===== src/rtl/mips_pkg.sv =====
// Shared definitions for the MIPS-32 core datapath.
// Contents: register index constants, datapath widths and the
// writeback source select type.
package mips_pkg;

  localparam int DATA_W     = 32;
  localparam int REG_ADDR_W = 5;

  localparam logic [REG_ADDR_W-1:0] REG_ZERO = 5'd0;
  localparam logic [REG_ADDR_W-1:0] REG_RA   = 5'd31;

  typedef enum logic {
    WB_ALU = 1'b0,
    WB_MEM = 1'b1
  } wb_sel_t;

endpackage


===== src/rtl/regfile_array.sv =====
// Register file storage: NREGS x DATA_W, one synchronous write port,
// two asynchronous read ports, synchronous active-low clear.
// Ports:
//   clk            rising-edge clock
//   rst_n          synchronous active-low clear of every entry
//   we             write enable
//   waddr, wdata   write address / data
//   raddr_a/b      read addresses
//   rdata_a/b      read data (combinational, raw array contents)
module regfile_array #(
  parameter int DATA_W = 32,
  parameter int NREGS  = 32,
  parameter int ADDR_W = $clog2(NREGS)
) (
  input  logic              clk,
  input  logic              rst_n,
  input  logic              we,
  input  logic [ADDR_W-1:0] waddr,
  input  logic [DATA_W-1:0] wdata,
  input  logic [ADDR_W-1:0] raddr_a,
  input  logic [ADDR_W-1:0] raddr_b,
  output logic [DATA_W-1:0] rdata_a,
  output logic [DATA_W-1:0] rdata_b
);

  logic [DATA_W-1:0] mem [NREGS];

  always_ff @(posedge clk) begin
    if (!rst_n) begin
      for (int i = 0; i < NREGS; i++) begin
        mem[i] <= '0;
      end
    end else if (we) begin
      mem[waddr] <= wdata;
    end
  end

  assign rdata_a = mem[raddr_a];
  assign rdata_b = mem[raddr_b];

endmodule


===== src/rtl/wb_regfile.sv =====
// Writeback stage: consumer end of the MEM/WB pipeline register.
// Selects the writeback value, commits it to the register file, serves
// the two ID read ports with write-through bypass and counts commits.
// Ports:
//   clk, rst_n                clock, synchronous active-low reset
//   read_data_in              load data from MEM/WB
//   alu_result_in             ALU result / link address from MEM/WB
//   dest_in                   destination register
//   reg_write_in              write enable from MEM/WB
//   jump_in                   jump flag (forces ALU/link value)
//   mem_to_reg_in             1 = load data, 0 = ALU result
//   rs_addr, rt_addr          ID read addresses
//   rs_data, rt_data          ID read data (combinational)
//   wb_data, wb_we, wb_dest   committed write, to forwarding (combinational)
//   wb_count                  number of committed writes (registered, wraps)
module wb_regfile
  import mips_pkg::*;
#(
  parameter int DATA_W = 32,
  parameter int NREGS  = 32,
  parameter int CNT_W  = 32
) (
  input  logic                  clk,
  input  logic                  rst_n,
  input  logic [DATA_W-1:0]     read_data_in,
  input  logic [DATA_W-1:0]     alu_result_in,
  input  logic [REG_ADDR_W-1:0] dest_in,
  input  logic                  reg_write_in,
  input  logic                  jump_in,
  input  logic                  mem_to_reg_in,
  input  logic [REG_ADDR_W-1:0] rs_addr,
  input  logic [REG_ADDR_W-1:0] rt_addr,
  output logic [DATA_W-1:0]     rs_data,
  output logic [DATA_W-1:0]     rt_data,
  output logic [DATA_W-1:0]     wb_data,
  output logic                  wb_we,
  output logic [REG_ADDR_W-1:0] wb_dest,
  output logic [CNT_W-1:0]      wb_count
);

  localparam logic [CNT_W-1:0] CNT_ONE = {{(CNT_W-1){1'b0}}, 1'b1};

  wb_sel_t           wb_sel;
  logic [DATA_W-1:0] arr_rs;
  logic [DATA_W-1:0] arr_rt;

  // Jump writes the link address carried on the ALU path, so it wins
  // over mem_to_reg.
  assign wb_sel  = (jump_in || !mem_to_reg_in) ? WB_ALU : WB_MEM;
  assign wb_data = (wb_sel == WB_MEM) ? read_data_in : alu_result_in;

  // Folding rst_n in keeps a pending write out of the bypass during reset.
  assign wb_we   = rst_n & reg_write_in & (dest_in != REG_ZERO);
  assign wb_dest = dest_in;

  regfile_array #(
    .DATA_W (DATA_W),
    .NREGS  (NREGS),
    .ADDR_W (REG_ADDR_W)
  ) u_array (
    .clk     (clk),
    .rst_n   (rst_n),
    .we      (wb_we),
    .waddr   (dest_in),
    .wdata   (wb_data),
    .raddr_a (rs_addr),
    .raddr_b (rt_addr),
    .rdata_a (arr_rs),
    .rdata_b (arr_rt)
  );

  always_comb begin
    rs_data = arr_rs;
    if (rs_addr == REG_ZERO) begin
      rs_data = '0;
    end else if (wb_we && (rs_addr == dest_in)) begin
      rs_data = wb_data;
    end
  end

  always_comb begin
    rt_data = arr_rt;
    if (rt_addr == REG_ZERO) begin
      rt_data = '0;
    end else if (wb_we && (rt_addr == dest_in)) begin
      rt_data = wb_data;
    end
  end

  always_ff @(posedge clk) begin
    if (!rst_n) begin
      wb_count <= '0;
    end else if (wb_we) begin
      wb_count <= wb_count + CNT_ONE;
    end
  end

endmodule


===== config.mk =====
export PLATFORM = sky130hd
export DESIGN_NAME = wb_regfile
export DESIGN_NICKNAME = d
export VERILOG_FILES = /design/src/rtl/mips_pkg.sv /design/src/rtl/regfile_array.sv /design/src/rtl/wb_regfile.sv
export SDC_FILE = /design/constraint.sdc
export NUM_CORES = 2
export LEC_CHECK = 0
export ABC_AREA = 1
export CAP_MARGIN = 20
export CORE_ASPECT_RATIO = 0.9
export CORE_MARGIN = 5
export CORE_UTILIZATION = 25
export CTS_CLUSTER_DIAMETER = 40
export DETAILED_ROUTE_END_ITERATION = 16
export PLACE_DENSITY_LB_ADDON = 0.08
export SLEW_MARGIN = 15
export SYNTH_ARGS = -nofsm -noshare
export SYNTH_HDL_FRONTEND = slang
export SYNTH_HIERARCHICAL = 1
export SYNTH_SLANG_ARGS = --single-unit
export TNS_END_PERCENT = 20

===== constraint.sdc =====
create_clock -name clk -period 9.9 [get_ports clk]
set_input_delay 1.98 -clock clk [delete_from_list [all_inputs] [get_ports clk]]
set_output_delay 1.98 -clock clk [all_outputs]
set_load 0.005 [all_outputs]

==> results.cfg <==
[power]
largest_vdd_supply_drop_mv = 0.129
pwr_density_cell_nw_per_um2 = 208
p_leak_nw = 30.0
total_power_mw = 15.2

[clock_tree]
cts.repair.resized = 0
cts_tree = built
clk_root_buffer_cell = clkbuf_16
cts_inserted_buffers = 234
clock_network_latency_to_the_later_pin_of_the_worst_skew_pair_ps = 850
cts_htree_levels = 4
clockBufferDepth = 3
worst_setup_hold_path_clk_slew_ps = 50
cts_post_setup_buffers_inserted = 0
clkSinkCount = 1056
cts_hold_buf = 0

[sta]
hold_ws_ps = 478
timing.setup.tns_ps = 0
finalMaxSlewViolations = 0
timing.final.crit_period_ps = 7660
final_min_period_over_clock_period = 0.774
clock_skew_ps = 5.10
timing.slew.headroom = 0.242
postLayoutSetupSlackWorst_ps = 2240
grt_setup_unrepaired = no
timing.fmax_ghz = 0.130
final-hold-violation-count = 0
max_slew.worst_pin.slew_ps = 1140
final_setup_vio_count = 0

[yosys]
syn_area_per_cell_um2 = 7.63
synth_most_common_cell = nand2_1
synth_async_sr_flop_share = 0
yosysSeqAreaShare = 0.520
post_synth_instance_area_um2 = 60400
mappedNetlistNets = 7999
synthesis.instances = 7914
synth_enable_flop_cells = 1024
yosys-top-cells-count = 3,171 x nand2_1, 1,600 x nand3_1, 1,142 x nor2_1, 1,024 x edfxtp_1, 327 x buf_2
area_fraction_of_the_dominant_cell_type_after_synthesis = 0.509
synth_top_cells_by_area = edfxtp_1 51%, nand2_1 20%, nand3_1 13%
yosysWarningCount = 6
synth_flop_cell = edfxtp_1
synth.ff_latch_count = 1056
netlist.top_cell.by_area = edfxtp_1
yosysUniqueCellTypes = 33

[hold_path]
worstHoldEndpoint = wb_count[5]
worst_hold_path_depth = 2
worstHoldStart = wb_count[5]
min_path_type = register to register

[worst_setup_path]
cp_cell_sequence = clkdlybuf4s50_1 -> nor2_1 -> nand3_2 -> nand2_4 -> inv_4 -> nand2_4 -> nand2_1 -> nand2_1 -> nor2_1 -> clkdlybuf4s50_1
cp.required_ps = 7920
r2r_start = wb_count[20]
arrival_ps = 5680
worstRegToRegCells = 7
cp.buffers_inverters = 3
critical_path.max_fanout = 62
crit_path_top_delay_cell = clkdlybuf4s50_1
max_stage_delay_ps = 720
critical-path-top-delay-family = buffers and inverters
crit-reg2reg-capture = wb_count[21]
rrSetupSlack_ps = 8100
worst_setup_path_start_kind = input port
critical_path.endpoint_type = primary output
setup.worst_path.class = input port to primary output

[die]
floorplan.rows = 171
initial_utilization = 0.251
i_o_pin_cnt = 218
die_area_um2 = 251000
die_height_um = 476
core_area_um2 = 241000
dieWidth_um = 528

[detailed_routing]
detail_route.vias_per_cell = 5.08
antenna_left = 0
totalWireLength_mm = 305
first_pass_iters = 6
via_count = 57100
drt-initial-drc-count = 5601
remaining_drc_errors = 0
wl_per_cell_um = 27.2

[grt]
global_route.usage.total = 0.234
grt_overflow = 0
wire_length_of_the_first_global_routing_pass_mm = 428
grt_antenna_before_repair = 6
maximum_number_of_pins_on_one_net_before_global_route_repair = 155
number_of_global_route_vias_before_repair = 55800

[placement]
detailedPlacementHpwl_mm = 161
post-place-ws_ps = 2250
gp_congestion = 0.804
port_buffers = 217

[run_status]
outcome = complete, no violations

[final_layout]
drive_above_1_share = 0.0770
layout.nets = 7919
area_growth_pct = 21.0

[run]
drv.max_cap_violation_count = 0
## sequential cells by signal, indices dropped and copies added, names as in the netlist
signal       count
u_array/mem   1024
wb_count        32
## cells in the final DEF, fill, tap and decap left out, types with 6 or more instances in the layout
cell type	instances
a21boi_1	32
a21oi_1	16
buf_12	21
buf_4	125
bufinv_16	41
clkbuf_1	33
clkbuf_16	235
clkdlybuf4s50_1	205
clkinv_1	53
clkinv_2	51
clkinvlp_4	20
dfxtp_1	32
edfxtp_1	1024
inv_1	94
inv_8	6
nand2_1	3105
nand2_2	45
nand2_4	25
nand3_1	1600
nand4_1	42
nor2_1	1142
nor3_1	16
o21ai_0	6
xnor2_1	11
## power breakdown
| part | switching, mW | internal [mW] |
|---|---|---|
| Sequential | 0.116 | 5.14 |
| Clock | 2.68 | 5.37 |
| Combinational | 1.38 | 0.481 |
## kinds of logic (layout without fill, tap and decap cells)
logic type / after synthesis / after routing / share of synthesized area
AO/OA/AOI/OAI: 57 / 57 / 0.00616
XOR/XNOR: 14 / 14 / 0.00203
adder cells (fa/ha/maj): 1 / 1 / 0.000207
buffers and inverters: 789 / 915 / 0.0604
flip-flops: 1056 / 1056 / 0.520
other: 0 / 2 / 0
AND/OR/NAND/NOR: 5997 / 5997 / 0.411
## layer usage
layer | track usage | vias to the layer above | share of wire
met2 | 0.379 | 2463 | 0.46
li1 | - | 25900 | -
met1 | 0.319 | 28100 | 0.43
met4 | 0.0846 | 2 | 0.039
met3 | 0.0339 | 550 | 0.068
met5 | 0 | - | 0.000043
## final cells by class
class / count / area (um^2)
clock buffers: 268 / 6000
clock inverters: 174 / 2040
repair buffers: 360 / 3510
inverters: 113 / 474
multi-input cells: 6069 / 25600
diodes: 2 / 5.00
fillers: 25400 / 168000
flip-flops and latches: 1056 / 31400
well taps: 3200 / 4000
## worst min-delay path, stage by stage (launching register included)
cell	delay [ps]
dfxtp_1	330
inv_1	60
a21oi_1	50
## worst max path at each step
stage | start | endpoint | slack (ps) | cells past startpoint
CTS | dest_in[1] | rt_data[3] | 2240 | 10
global route | dest_in[1] | rt_data[16] | 2100 | 10
floorplan | rt_addr[0] | rt_data[5] | 4670 | 15
global placement | dest_in[0] | rt_data[15] | 2260 | 10
finish | dest_in[0] | rt_data[2] | 2240 | 10
detailed placement | dest_in[1] | rt_data[3] | 2250 | 10
## metrics by stage
step | area [um^2] | utilization | cells
after floorplan | 60400 | - | 7914
after global routing | 73000 | 0.303 | 11200
final | 73000 | 0.303 | 11200
after CTS | 73000 | 0.303 | 11200
after detailed placement | 64900 | 0.270 | 10800
after global placement | 64900 | 0.270 | 10800
Power figures use the tool's default switching activity.
